$ cat config.mk
export PLATFORM = sky130hd
export DESIGN_NAME = rca_byte_sequencer
export DESIGN_NICKNAME = d
export VERILOG_FILES = /design/src/rtl/rca_byte_sequencer.sv
export SDC_FILE = /design/constraint.sdc
export NUM_CORES = 1
export LEC_CHECK = 0
export CORE_MARGIN = 3
export CORE_UTILIZATION = 25
export DETAILED_ROUTE_END_ITERATION = 10
export MAX_ROUTING_LAYER = met4
export PLACE_DENSITY_LB_ADDON = 0.2
export SYNTH_ARGS = -nofsm -noshare
export SYNTH_HDL_FRONTEND = slang
export SYNTH_SLANG_ARGS = --single-unit
$ cat constraint.sdc
create_clock -name clk -period 2.9 [get_ports clk]
set_clock_uncertainty 0.05 [all_clocks]
set_input_delay 0.29 -clock clk [delete_from_list [all_inputs] [get_ports clk]]
set_output_delay 0.29 -clock clk [all_outputs]
set_load 0.02 [all_outputs]
$ cat src/rtl/rca_byte_sequencer.sv
// rca_byte_sequencer: multi-cycle wide adder front-end that feeds an external
// 8-bit ripple-carry adder one byte per clock, low byte first. It registers the
// inter-byte carry and assembles the per-byte sums into a full-width result.
// Optional feature: define RCA_SEQ_OVF_EN to add the registered signed-overflow
// output 'ovf'.
module rca_byte_sequencer #(
    parameter int unsigned NBYTES = 4,
    localparam int unsigned W     = 8 * NBYTES
) (
    input  logic         clk,
    input  logic         rst_n,
    input  logic         in_valid,
    output logic         in_ready,
    input  logic [W-1:0] a,
    input  logic [W-1:0] b,
    input  logic         c_in,
    output logic         out_valid,
    input  logic         out_ready,
    output logic [W-1:0] sum,
    output logic         c_out,
`ifdef RCA_SEQ_OVF_EN
    output logic         ovf,
`endif
    output logic [7:0]   add_a,
    output logic [7:0]   add_b,
    output logic         add_cin,
    input  logic [7:0]   add_s,
    input  logic         add_cout
);

    localparam int unsigned IW = $clog2(NBYTES);
    localparam logic [IW-1:0] LAST_IDX = IW'(NBYTES - 1);

    typedef enum logic [1:0] {
        S_IDLE = 2'd0,
        S_RUN  = 2'd1,
        S_DONE = 2'd2
    } state_t;

    state_t                 state_q, state_d;
    logic [NBYTES-1:0][7:0] a_q, a_d;
    logic [NBYTES-1:0][7:0] b_q, b_d;
    logic [NBYTES-1:0][7:0] sum_q, sum_d;
    logic                   carry_q, carry_d;
    logic [IW-1:0]          idx_q, idx_d;
    logic                   cout_q, cout_d;
`ifdef RCA_SEQ_OVF_EN
    logic                   ovf_q, ovf_d;
`endif

    // State and datapath registers; reset discards any operation in flight.
    always_ff @(posedge clk or negedge rst_n) begin
        if (!rst_n) begin
            state_q <= S_IDLE;
            a_q     <= '0;
            b_q     <= '0;
            sum_q   <= '0;
            carry_q <= 1'b0;
            idx_q   <= '0;
            cout_q  <= 1'b0;
`ifdef RCA_SEQ_OVF_EN
            ovf_q   <= 1'b0;
`endif
        end else begin
            state_q <= state_d;
            a_q     <= a_d;
            b_q     <= b_d;
            sum_q   <= sum_d;
            carry_q <= carry_d;
            idx_q   <= idx_d;
            cout_q  <= cout_d;
`ifdef RCA_SEQ_OVF_EN
            ovf_q   <= ovf_d;
`endif
        end
    end

    // Next-state, byte-slice sequencing and adder drive.
    always_comb begin
        state_d = state_q;
        a_d     = a_q;
        b_d     = b_q;
        sum_d   = sum_q;
        carry_d = carry_q;
        idx_d   = idx_q;
        cout_d  = cout_q;
`ifdef RCA_SEQ_OVF_EN
        ovf_d   = ovf_q;
`endif
        add_a   = '0;
        add_b   = '0;
        add_cin = 1'b0;

        unique case (state_q)
            S_IDLE: begin
                if (in_valid) begin
                    a_d     = a;
                    b_d     = b;
                    carry_d = c_in;
                    idx_d   = '0;
                    sum_d   = '0;
                    state_d = S_RUN;
                end
            end
            S_RUN: begin
                add_a         = a_q[idx_q];
                add_b         = b_q[idx_q];
                add_cin       = carry_q;
                sum_d[idx_q]  = add_s;
                carry_d       = add_cout;
                if (idx_q == LAST_IDX) begin
                    // Wrap idx to 0 explicitly so it never exceeds NBYTES-1
                    // when NBYTES is not a power of two.
                    idx_d   = '0;
                    cout_d  = add_cout;
                    state_d = S_DONE;
`ifdef RCA_SEQ_OVF_EN
                    // Final sum MSB is add_s[7] this cycle, not yet in sum_q.
                    ovf_d   = (a_q[NBYTES-1][7] == b_q[NBYTES-1][7]) &&
                              (add_s[7] != a_q[NBYTES-1][7]);
`endif
                end else begin
                    idx_d = idx_q + IW'(1);
                end
            end
            S_DONE: begin
                if (out_ready) begin
                    state_d = S_IDLE;
                end
            end
            default: begin
                state_d = S_IDLE;
            end
        endcase
    end

    assign in_ready  = (state_q == S_IDLE);
    assign out_valid = (state_q == S_DONE);
    assign sum       = sum_q;
    assign c_out     = cout_q;
`ifdef RCA_SEQ_OVF_EN
    assign ovf       = ovf_q;
`endif

endmodule

Word-level counts from Yosys, hierarchy flattened
Index checks and enable logic that the tools add are counted.
{"block": "word_totals", "regBits": 102, "inputBits": 78, "out_inout_bits": 52, "wordCells": 53}
{"block": "classes", "add_sub_neg": 1, "n_lt_le_gt_ge": 2, "eq_ne": 6, "muxes": 21, "reduce_logical": 7}
{"op": "32-bit one-hot mux with 2 select lines", "count": 1}
{"op": "8-bit 2-to-1 mux", "count": 5}
{"op": "8-bit binary-select mux with 2-bit select", "count": 2}
{"op": "32-bit bitwise mux", "count": 1}
{"op": "32-bit 2-to-1 mux", "count": 1}
{"op": "8-bit demux with 2-bit select", "count": 1}
{"op": "2-bit 2-to-1 mux", "count": 5}
{"op": "2-bit one-hot mux with 3 select lines", "count": 1}
{"op": "2-bit AND reduction", "count": 3}
{"op": "2-bit == test, second input constant", "count": 2}
{"op": "2-bit != test, second input constant", "count": 2}
{"op": "2-bit one-hot mux with 2 select lines", "count": 1}
{"op": "2-bit by 3-bit less-than comparator with 1-bit output, second input constant", "count": 1}
{"op": "3-bit AND reduction", "count": 1}
{"op": "2-bit by 1-bit adder with 2-bit output, second input constant", "count": 1}
{"op": "2-bit by 1-bit == test with 1-bit output, second input constant", "count": 1}
{"op": "2-bit by 1-bit >= comparator with 1-bit output, second input constant", "count": 1}
{"op": "2-bit zero test", "count": 1}
{"op": "1-bit 2-to-1 mux", "count": 2}
{"op": "2-bit by 1-bit != test with 1-bit output, second input constant", "count": 1}
{"op": "1-bit one-hot mux with 2 select lines", "count": 1}
{"op": "2-bit nonzero test", "count": 1}
{"op": "1-bit logical AND", "count": 1}

Logic depth before layout (Yosys ltp)
{"block": "logic_depth", "depth_word": 6, "mapped_depth": 8, "depth_no_buf": 5}

Worst setup path before layout
Ideal clock, no wire load.
{"block": "synth_path", "path_type": "register -> output", "startpoint": "register idx_q[0]", "endpoint": "output add_b[0]", "t_arrival_ns": 1.526, "required_time_ns": 2.560, "setup_slack_ns": 1.034, "stages_incl_launch_ff": 5, "n_path_buf": 2, "cell_sequence": "dfrtp_1 buf_4 buf_4 mux4_2 and2_1"}
{"block": "synth_between", "elab_chain_cells": 3}
{"item": "start, declared", "line_no": "45", "rtl": "logic [IW-1:0] idx_q, idx_d;"}
{"item": "start signal, assigned", "line_no": "70", "rtl": "idx_q <= idx_d;"}
{"item": "8-bit binary-select mux with 2-bit select", "line_no": "107", "rtl": "add_b = b_q[idx_q];"}
{"item": "8-bit 2-to-1 mux (not written as such)", "line_no": "107"}
{"item": "8-bit 2-to-1 mux", "line_no": "94", "rtl": "unique case (state_q)"}
{"item": "end, declared", "line_no": "25", "rtl": "output logic [7:0] add_b,"}
No other way between the ends. The select of a mux whose other input is x is not followed.

Worst setup path in the final report
{"block": "layout_path", "startpoint": "register idx_q[0]", "endpoint": "output add_a[6]"}
{"block": "layout_between", "elab_chain_cells": 3}
{"item": "8-bit binary-select mux with 2-bit select", "line_no": "106", "rtl": "add_a = a_q[idx_q];"}
{"item": "8-bit 2-to-1 mux (not written as such)", "line_no": "106"}
{"item": "8-bit 2-to-1 mux", "line_no": "94"}
{"item": "end, declared", "line_no": "24", "rtl": "output logic [7:0] add_a,"}
No other way between the ends. The select of a mux whose other input is x is not followed.

==> summary.txt <==
Clock tree
  • Clk buf depth: 2
  • H-Tree Depth: 3
  • Clock transition at path regs: 0.07 ns
  • Hold-fix buffers, CTS: 0
  • Post-CTS setup buffer count: 0
  • # clock sinks: 102
  • CTS tree: built
  • Clock Latency Late Sink: 0.35 ns
  • Clk root buf: clkbuf_16
  • CTS Buf Count: 9
  • Post-CTS sizing: 0

Floorplanning
  • Die Ht: 140 µm
  • Core ar.: 17400 µm²
  • Die area: 19600 µm²
  • Die width: 140 µm
  • Top Ports: 130
  • FP Rows: 48
  • Initial Utilization: 25.8%

Logic synthesis
  • Top_reg_cell synth: dfrtp_1
  • Post-synthesis cell type count: 24
  • Ys Warns: 0
  • Avg Cell Area, Syn: 10.5 µm²
  • Post-synth top area share: 56.9%
  • Yosys reg bits: 102
  • Top cells by area, synth: dfrtp_1 (57%), nand2_1 (16%), mux4_2 (8.0%), a22o_1 (4.7%), and2_1 (2.4%)
  • Syn nets: 511
  • Gate Count Post-Synth: 428
  • Count leader, synth: nand2_1
  • Number of synthesized flops with an enable pin: 0
  • Ys async rst share: 100%
  • Sequential fraction of the synthesis area: 56.9%
  • Post-Syn Area: 4490 µm²
  • Synth cell count leaders: nand2_1 (196), dfrtp_1 (102), a22o_1 (24), and2_1 (17), mux4_2 (16)
  • Post-synth top area cell: dfrtp_1

Final layout
  • Area Overhead vs Synth: 42.1%
  • Multi-input gate area: 1790 µm²
  • Number of fill cells in the layout: 1755
  • Nets: 633
  • Layout cell share with drive strength beyond 1: 10.3%
  • Fin util: 36.6%
  • FF+latch area: 2550 µm²
  • Ant. Diodes: 0

Worst hold path
  • Hold crit path type: in -> async

Power
  • Static leakage: 3.00 nW
  • Power Dens Cells: 1100 nW/µm²
  • Max VDD drop: 0.423 mV

Timing
  • Fin crit period: 2.67 ns
  • Final period util: 92.0%
  • Final setup fails: 0
  • Worst hold slack: 0.00268 ns
  • RSZ-0062 raised after global routing: no
  • Slew @ Worst Pin: 0.863 ns
  • Relative slew slack: 42.5%
  • Setup_tns: 0 ns
  • Final Hold Viols: 0
  • Final Max Tran Viols: 0
  • Max frequency: 0.375 GHz

Drt
  • DRC violations left: 0
  • Average wire per standard cell: 15.2 µm
  • Vias per inst: 4.36
  • Post-route antenna net violation count: 0
  • Drt first pass iters: 5
  • Drt initial violations: 137
  • DRT Wirelength: 11800 µm
  • Vias: 3398

Global routing
  • Number of antenna violations at the first check in global routing: 0
  • GRT Overall Usage: 12.8%
  • GRT overflow: 0
  • Global-route wire length before repair: 19300 µm
  • Vias in the first global route: 3583
  • Largest net degree at the start of global routing: 69

Placed design
  • GP Congestion: 0.799
  • Hpwl dp: 8490 µm
  • Buffers on Ports: 129

Setup path
  • Setup Crit Path Kind: reg -> out
  • Setup crit end kind: primary output
  • CP Launch Type: register
  • Worst Path Max Fanout: 14
  • Critical path arrival: 2.33 ns
  • Critical Path RT: 2.56 ns

Status
  • Status: finished, final reports clean

Job
  • Max Cap Viol: 0
## placed cells by master (no fill, tap or decap), types with 2 or more instances in the layout
cell	netlist	layout
nand2_1	196	196
clkdlybuf4s50_1	0	128
dfrtp_1	102	101
a22o_1	24	24
and2_1	17	17
mux4_2	16	16
mux2_2	9	9
clkbuf_16	0	9
and3_1	8	8
buf_4	7	7
ha_1	5	5
and3b_1	3	3
nor2_2	3	3
nand2b_1	3	3
bufinv_16	0	3
buf_12	0	3
inv_1	2	2
o21ai_0	2	2
nand3_1	2	2
o31ai_1	2	2
clkbuf_8	0	2
clkbuf_1	9	2
## worst paths after layout
kind                           from  endpoint  slack (ns)  cells past startpoint
min                           rst_n   sum[28]       0.003                      1
max in group asynchronous     rst_n    a_q[5]        1.99                      2
max                        idx_q[0]  add_a[6]        0.23                      4
min reg2reg                  a_q[4]    a_q[4]        0.42                      2
max reg2reg                idx_q[0]   sum[28]        0.83                      5
min in group clk              b[21]   b_q[21]        0.41                      3
## layer usage
| layer | part of all wire (%) | GRT usage (%) |
|---|---|---|
| met1 | 47 | 16.7 |
| met2 | 47 | 20.1 |
| met3 | 5.0 | 3.72 |
| met4 | 0.87 | 2.65 |
| met5 | 0 | - |
## critical path: stages (launching register included)
cell	delay (ns)
dfrtp_2	0.53
buf_12	0.22
mux4_2	0.52
and2_1	0.17
clkdlybuf4s50_1	0.53
## final cells by class
class                   count  share of cell area (%)
clock inverters             3                    1.41
clock buffers              13                    4.08
multi-input cells         297                    28.0
flip-flops and latches    102                    40.1
inverters                   2                   0.118
repair buffers            138                    21.9
well taps                 225                    4.42
## per-stage QoR
step                      setup slack, ns  area [µm²]  std cells  total power, mW
after floorplan                      1.03        4490        428             4.38
after global placement              0.578        6020        764             5.65
after detailed placement            0.583        6020        764             5.68
after CTS                           0.184        6370        780             7.12
after global routing                0.103        6370        780             7.51
final                               0.233        6370        780             7.00
## sequential cells by signal, indices dropped and copies added, names as in the netlist
| register | cells |
|---|---|
| carry_q | 1 |
| b_q | 32 |
| idx_q | 2 |
| c_out | 1 |
| sum | 32 |
| state_q | 2 |
| a_q | 32 |
## kinds of logic after synthesis
group                    Yosys count  synth area share, %
AND/OR/NAND/NOR                  237                 22.5
flip-flops                       102                 56.9
AO/OA/AOI/OAI                     30                 5.61
buffers and inverters             29                 3.32
multiplexers                      25                 10.3
adder cells (fa/ha/maj)            5                 1.39
## power by group
group          leakage (nW)  switching (mW)  internal (mW)
clock                 0.170           0.507          0.891
combinational          1.54            1.62           1.58
sequential             1.29           0.379           2.04
total                  3.00            2.50           4.50
No activity file was read; power rests on OpenSTA's default activity.
